`src/rtl/rank_access_sequencer.sv`:
```
// Single-outstanding command sequencer for the dual-rank memory: decodes the rank,
// holds the shared rank buses for the rank timing, and returns read data on a response port.
module rank_access_sequencer #(
  parameter int ADDR_WIDTH = 10,
  parameter int DATA_WIDTH = 8,
  parameter int RD_LAT     = 3,
  parameter int WR_CYCLES  = 2
) (
  input  logic                  clk,
  input  logic                  rst,
  input  logic                  req_valid,
  output logic                  req_ready,
  input  logic                  req_wr,
  input  logic [ADDR_WIDTH-1:0] req_addr,
  input  logic [DATA_WIDTH-1:0] req_wdata,
  output logic                  rsp_valid,
  input  logic                  rsp_ready,
  output logic [DATA_WIDTH-1:0] rsp_rdata,
  output logic [ADDR_WIDTH-2:0] rank_addr,
  output logic [DATA_WIDTH-1:0] rank_din,
  output logic                  rank_wr,
  output logic [1:0]            rank_be,
  input  logic [DATA_WIDTH-1:0] rank0_dout,
  input  logic [DATA_WIDTH-1:0] rank1_dout,
  output logic                  busy
);

  localparam int MSB   = ADDR_WIDTH - 1;
  localparam int MAXC  = (RD_LAT > WR_CYCLES) ? RD_LAT : WR_CYCLES;
  localparam int CNT_W = (MAXC > 1) ? $clog2(MAXC) : 1;
  localparam logic [CNT_W-1:0] RD_LAST = CNT_W'(RD_LAT - 1);
  localparam logic [CNT_W-1:0] WR_LAST = CNT_W'(WR_CYCLES - 1);

  typedef enum logic [1:0] {IDLE, ACCESS, RECOVER, RESP} state_t;

  state_t           state;
  logic [CNT_W-1:0] cnt;
  logic             wrReg;
  logic             rankReg;

  always_ff @(posedge clk) begin
    if (rst) begin
      state     <= IDLE;
      cnt       <= '0;
      wrReg     <= 1'b0;
      rankReg   <= 1'b0;
      req_ready <= 1'b1;
      rsp_valid <= 1'b0;
      rsp_rdata <= '0;
      rank_addr <= '0;
      rank_din  <= '0;
      rank_wr   <= 1'b0;
      rank_be   <= '0;
      busy      <= 1'b0;
    end else begin
      case (state)
        IDLE: begin
          // req_ready is always high here, so req_valid alone is the handshake
          if (req_valid) begin
            wrReg     <= req_wr;
            rankReg   <= req_addr[MSB];
            cnt       <= '0;
            state     <= ACCESS;
            req_ready <= 1'b0;
            busy      <= 1'b1;
            rank_be   <= req_addr[MSB] ? 2'b10 : 2'b01;
            rank_addr <= req_addr[MSB-1:0];
            rank_din  <= req_wdata;
            rank_wr   <= req_wr;
          end
        end
        ACCESS: begin
          cnt <= cnt + 1'b1;
          if (cnt == (wrReg ? WR_LAST : RD_LAST)) begin
            state   <= RECOVER;
            rank_be <= '0;
            rank_wr <= 1'b0;
          end
        end
        RECOVER: begin
          if (wrReg) begin
            state     <= IDLE;
            req_ready <= 1'b1;
            busy      <= 1'b0;
          end else begin
            rsp_rdata <= rankReg ? rank1_dout : rank0_dout;
            state     <= RESP;
          end
        end
        RESP: begin
          if (rsp_valid && rsp_ready) begin
            rsp_valid <= 1'b0;
            state     <= IDLE;
            req_ready <= 1'b1;
            busy      <= 1'b0;
          end else begin
            rsp_valid <= 1'b1;
          end
        end
        default: begin
          state     <= IDLE;
          req_ready <= 1'b1;
          busy      <= 1'b0;
          rank_be   <= '0;
          rank_wr   <= 1'b0;
        end
      endcase
    end
  end

endmodule

```
`config.mk`:
```
export PLATFORM = sky130hd
export DESIGN_NAME = rank_access_sequencer
export DESIGN_NICKNAME = d
export VERILOG_FILES = /design/src/rtl/rank_access_sequencer.sv
export SDC_FILE = /design/constraint.sdc
export NUM_CORES = 1
export LEC_CHECK = 0
export ABC_AREA = 1
export CAP_MARGIN = 20
export CORE_MARGIN = 2
export CORE_UTILIZATION = 25
export CTS_CLUSTER_DIAMETER = 150
export CTS_CLUSTER_SIZE = 28
export DETAILED_ROUTE_END_ITERATION = 7
export RECOVER_POWER = 25
export SYNTH_ARGS = -nofsm -noshare
export SYNTH_HDL_FRONTEND = slang
export SYNTH_SLANG_ARGS = --single-unit
export TNS_END_PERCENT = 20
```
`constraint.sdc`:
```
create_clock -name clk -period 1.8 [get_ports clk]
set_clock_uncertainty 0.2 [all_clocks]
set_input_delay 0.45 -clock clk [delete_from_list [all_inputs] [get_ports clk]]
set_output_delay 0.45 -clock clk [all_outputs]
set_load 0.01 [all_outputs]
```
## Yosys cells after proc, flatten, opt, wreduce, memory -nomap -nowiden

Index checks and enable logic that the tools add are counted.

- Register bits: 37
- Bits of input ports: 39
- Logic and storage cells: 57

- Add/subtract/negate cells: 1
- Eq/ne operators: 8
- Muxes and demuxes: 25
- Bitwise logic cells: 1
- Reductions and logical operators: 10

Operator list:

| kind | count |
|---|---|
| 2-to-1 mux 2 bit | 9 |
| 2-to-1 mux 1 bit | 9 |
| 2-to-1 mux 8 bit | 1 |
| inequality test 2 bit (second input constant) | 4 |
| one-hot mux 2 bit (2 select lines) | 2 |
| one-hot mux 2 bit (4 select lines) | 1 |
| one-hot mux 1 bit (3 select lines) | 2 |
| AND reduction 2 bit | 3 |
| AND reduction 3 bit | 2 |
| equality test 2 bit (second input constant) | 2 |
| AND reduction 4 bit | 1 |
| nonzero test 3 bit | 1 |
| adder 2 x 1 -> 2 bit (second input constant) | 1 |
| equality test 2 x 1 -> 1 bit (second input constant) | 1 |
| equality test 2 bit | 1 |
| logical NOT 2 bit | 1 |
| one-hot mux 1 bit (2 select lines) | 1 |
| nonzero test 2 bit | 1 |
| logical AND 1 bit | 1 |
| inverter 1 bit | 1 |

## Longest topological paths before layout

- Depth in word-level cells: 4
- Mapped depth: 7
- Gate-level depth less buffers: 7

## Worst setup path before layout

Ideal clock, no wire load.

- Path type: input to register
- Start point: input rst
- End point: register rank_addr[0]
- Arrival: 1.050 ns
- Slack: 0.434 ns
- Cell stages on the path: 6
- Path buffers: 3
- Cell sequence: buf_2 > inv_2 > buf_4 > buf_2 > o21ai_0 > nor2_1

RTL lines:

| what | line | text |
|---|---|---|
| from (decl) | 10 | `input logic rst,` |
| to (signal assigned) | 67 | `rank_addr <= req_addr[MSB-1:0];` |
| to (decl) | 19 | `output logic [ADDR_WIDTH-2:0] rank_addr,` |

## Worst setup path in the final report

- Start point: register rsp_valid
- End point: output rsp_valid

RTL lines:

| what | line | text |
|---|---|---|
| from (decl) | 16 | `output logic rsp_valid,` |
| from (signal assigned) | 48 | `rsp_valid <= 1'b0;` |
| from (signal assigned) | 92 | `rsp_valid <= 1'b0;` |
| from (signal assigned) | 97 | `rsp_valid <= 1'b1;` |

No word-level cell between the ends.

==> summary.md <==
| Metric | Value |
|---|---|
| Status | finished, final reports clean |
| CP Cell Sequence | dlygate4sd2_1 |
| Delay of the slowest cell on the worst path | 350 ps |
| Row count | 27 |
| Worst Setup End Kind | output port |
| Min Tclk post-route | 1580 ps |
| Total of warnings raised by yosys | 0 |
| Drt first pass iters | 4 |
| Slowest-stage cell, CP | dfxtp_1 |
| TritonCTS clock tree | done |
| RSZ-0062 raised after global routing | false |
| DIE WIDTH | 79.5 um |
| Most frequent cells in the layout | nor2_1 (38), dfxtp_1 (37), clkdlybuf4s50_1 (37) |
| # placed instances | 330 |
| Global Route Usage Sum | 13.1% |
| # DRC | 0 |
| Initial DRC count | 58 |
| Highest clock rate | 632 MHz |
| Sequential area share after synthesis | 52.0% |
| Post-Place Cell Area | 0.00229 mm^2 |
| Post-CTS Repair Setup Buffers | 0 |
| TritonCTS Buffers | 5 |
| WS Path Type | reg -> out |
| Worst-Margin Slew | 427 ps |
| Clock Sinks | 37 |
| ANT cells | 0 |
| Crit path DAT | 930 ps |
| Clk slew on worst S/H paths | 70 ps |
| Nets | 304 |
| Share of cells above drive strength 1 | 7.14% |
| # port buffers | 69 |
| Most common cell after layout, fill and taps aside | nor2_1 |
| Leak pwr | 1.06 nW |
| Vias per inst | 4.35 |
| Power density over the cells | 1020 mW/mm^2 |
| Syn Nets | 227 |
| Max-cap violations | 0 |
| Cell type with the largest total area after synthesis | dfxtp_1 |
| P&R area growth vs syn | 63.6% |
| Final Max Slew Viols | 0 |
| Clock buffer depth | 2 |
| Peak VDD IR | 0.437 mV |
| Finished Cell Area | 0.00233 mm^2 |
| Setup-failing EPs final | 0 |
| RD Place Congestion | 0.819 |
| H-tree depth | 2 |
| Setup TNS | 0 ps |
| Initial Util | 25.9% |
| Cell area after synthesis | 0.00143 mm^2 |
| Die Span Y | 79.5 um |
| Worst slew margin | 71.5% |
| Finished Layout Cells | 338 |
| Final hold violations | 0 |
| Hold Crit Class | reg -> reg |
| Global route overflow | 0 |
| Clk root buf | clkbuf_8 |
| Top cells by area, synth | dfxtp_1 (52%), nor2_1 (10%), o21ai_0 (9.1%), nand2_1 (9.0%), a31oi_1 (3.5%) |
| Mapped Cells | 188 |
| Yosys reg bits | 37 |
| Crit start category | flop |
| Area fraction of the dominant cell type after synthesis | 52.0% |
| Fraction of the cycle the final worst path needs | 88.0% |
| Vias | 1,470 |
| Buf/Inv on CP | 1 |
| Hold Slack | 262 ps |
| Worst Path Required | 1150 ps |
| Drt wl/cell | 11.4 um |
| Antenna violations before repair | 0 |
| Final setup margin | 216 ps |
| Global-route wire length before repair | 6440 um |
| Final HPWL DP | 2820 um |
| Final antenna-violating net count | 0 |
| Distinct cells, synth | 19 |
| Synth Area per Inst | 7.58 um^2 |
| DIE AREA | 0.00632 mm^2 |
| IO Pins | 70 |
| Worst slack, placed | -41.2 ps |
| Largest net degree at the start of global routing | 22 |
| Delay-heaviest family, CP | flip-flops |
| Cts hold-fix bufs | 0 |
| Core area | 0.00551 mm^2 |
| WL final | 3850 um |
| Clk_lat worst skew | 280 ps |
| CP Max Fanout | 3 |
| Vias in the first global route | 1,323 |
[sequential cells by signal (all words and copies together) (netlist names)]
signal     flops
rank_wr        1
wrReg          1
rsp_valid      1
busy           1
rank_din       8
rsp_rdata      8
rank_addr      9
state          2
rankReg        1
req_ready      1
cnt            2
rank_be        2
[metrics by stage]
step | power, mW | utilization [%]
final | 2.37 | 42.3
after global routing | 2.56 | 42.3
after CTS | 2.42 | 42.3
after detailed placement | 1.93 | 41.6
after global placement | 1.91 | 41.6
after floorplan | 1.45 | -
[cells by family after synthesis]
family                 after synthesis  share of synthesized area [%]
and+or+nand+nor                     86                           24.7
AOI/OAI and AO/OA                   45                           16.5
DFF                                 37                           52.0
buffers and inverters               20                           6.85
[path summary, 6_finish.rpt]
check             cells after the start  slack [ps]           end       from
setup / recovery                      1         220     rsp_valid  rsp_valid
hold / removal                        2         260       rank_wr    rank_wr
setup reg to reg                      4         370  rsp_rdata[2]   state[1]
hold reg to reg                       2         260       rank_wr    rank_wr
[cells in the mapped netlist]
| master | n |
|---|---|
| o21ai_0 | 26 |
| inv_2 | 3 |
| buf_4 | 2 |
| a31oi_1 | 8 |
| buf_2 | 4 |
| or2_0 | 1 |
| inv_1 | 7 |
| nand2_1 | 34 |
| nand3_1 | 10 |
| nand2_4 | 1 |
| dfxtp_1 | 37 |
| buf_6 | 1 |
| nor2_2 | 1 |
| a21oi_1 | 9 |
| o21ai_1 | 2 |
| inv_4 | 1 |
| clkbuf_1 | 2 |
| nand3b_1 | 1 |
| nor2_1 | 38 |
[report_power, final]
| group | internal, mW | switching [mW] |
|---|---|---|
| sequential | 0.959 | 0.0766 |
| combinational | 0.387 | 0.389 |
| clock | 0.275 | 0.288 |
| total | 1.62 | 0.753 |
[per-layer routing]
layer,global-route usage (%),part of all wire [%],vias to the layer above
li1,-,-,765
met4,4.31,1.2,0
met2,19.7,45,39
met3,4.07,5.7,5
met5,0,0,-
met1,17.9,48,661
[layout make-up]
| type | count | area (um^2) |
|---|---|---|
| Fill cell | 586 | 3180 |
| Timing Repair Buffer | 79 | 790 |
| Sequential cell | 37 | 741 |
| Multi-Input combinational cell | 131 | 587 |
| Tap cell | 72 | 90.1 |
| Clock buffer | 8 | 80.1 |
| Inverter | 11 | 43.8 |
[repair_timing]
item / in CTS / in global routing
endpoints found under the hold margin: 0 / 0
resized for setup: 31 / 0
endpoints found under the setup margin: 31 / 0
Power figures use the tool's default switching activity.
==> variant, RTL diff (same flow settings) <==
Change the parameter `WR_CYCLES` from 2 to 8.
--- a/src/rtl/rank_access_sequencer.sv
+++ b/src/rtl/rank_access_sequencer.sv
@@ -4,7 +4,7 @@
   parameter int ADDR_WIDTH = 10,
   parameter int DATA_WIDTH = 8,
   parameter int RD_LAT     = 3,
-  parameter int WR_CYCLES  = 2
+  parameter int WR_CYCLES  = 8
 ) (
   input  logic                  clk,
   input  logic                  rst,
Behaviour: not the same (Yosys sat finds a counterexample within 4 cycles, from zero or initial values and one cycle with rst high).
==> variant against the original RTL <==
Setup slack got worse by 0.017 ns. Utilization fell by 2.7 points. Synthesized area up 13%. Power rose by 15%. Sequential share of layout area shrank 1.2 points. Routed wire length increased by 2.4%. Design area rose by 6.7%. Sequential cell count grew 1.
==> variant: results (changes against the original RTL) <==
[status]
status = completed  ; unchanged

[final_layout]
fill_cells = 681  ; was 586
multiInputGateArea_um2 = 669.4  ; was 586.8 um2
bufAreaShareNonClock = 0.2894  ; was 0.3387
multi_input_cells = 136  ; was 131
seq_cells = 38  ; was 37
nNonClkBuffers = 76  ; was 79
clock_buffers = 5  ; was 8
inverters = 26  ; was 11
clk_share = 0.05536  ; was 0.03435
nNetsFinal = 323  ; was 304
drive_gt1_frac = 0.1197  ; was 0.07143
regArea_um2 = 760.7  ; was 740.7 um2

[worst_setup_path]
crit_family = buffers and inverters  ; was flip-flops
cp-endpoint = state[0]$_SDFFE_PP0P_  ; was rsp_valid
reg2reg_depth = 5  ; was 4
crit_required_ns = 1.78  ; was 1.15 ns
r2r_slack_ns = 0.30  ; was 0.37 ns
slowest_delay_ns = 0.58  ; was 0.35 ns

[synthesis]
yosys-top-cells-count = dfxtp_1 (38), nand2_1 (30), nor2_1 (27)  ; was nor2_1 (38), dfxtp_1 (37), nand2_1 (34)
synth_area_per_cell_um2 = 7.668  ; was 7.580 um2
ys_types = 22  ; was 19
ys_seq_area_frac = 0.4724  ; was 0.5198

[global_route]
use_met1 = 0.1523  ; was 0.1788
grt_use_total = 0.1221  ; was 0.1314
met3_usage = 0.03638  ; was 0.04072
grt_pass1_wl_um = 7100  ; was 6444 um

[placement]
gp_congestion = 0.6856  ; was 0.8188
placedInstanceArea_um2 = 2422  ; was 2290 um2
dpl.cell_count = 353  ; was 330

[routing]
vias = 1536  ; was 1470
met3_length_um = 239  ; was 218 um
dr.first_iter.drc_count = 39  ; was 58
met1Wirelength_um = 1828  ; was 1836 um

[pwr]
switching_share = 0.3014  ; was 0.3171
vdd_ir_drop_max_v = 0.0004053  ; was 0.0004369 V

[worst_hold_path]
holdCritStartpoint = rsp_rdata[5]$_SDFFE_PP0P_  ; was rank_wr$_SDFFE_PP0P_

==> variant: changes by cell type after synthesis, sizes merged <==
cell | before | now
nand2 | 35 | 32
ha | 0 | 1
a31oi | 8 | 0
nand3b | 1 | 0
or2 | 1 | 0
inv | 11 | 26
o21ai | 28 | 38
buf | 7 | 8
nand3 | 10 | 8
dfxtp | 37 | 38
a21oi | 9 | 19
nor2 | 39 | 38
==> variant: stage by stage <==
step           hold slack, ns  setup slack [ns]  total power (W)    util
6_report               0.2418            0.1990         0.002740  0.3961
5_1_grt                0.2600           0.08327         0.002942  0.3961
4_1_cts                0.2427            0.2009         0.002828  0.4016
3_5_place_dp           0.2331          -0.05806         0.002017  0.3859
3_3_place_gp           0.2295          -0.02598         0.002007  0.3859
2_1_floorplan          0.2562            0.4444         0.001575       -
==> variant: cell families (layout without fill, tap and decap cells) <==
family	count (synthesis)	after routing	share of synthesized area
flops	38	38	0.4724
compound gates	57	57	0.1818
buf+inv	36	110	0.1119
simple gates	78	78	0.2261
fa+ha+maj	1	1	0.007769
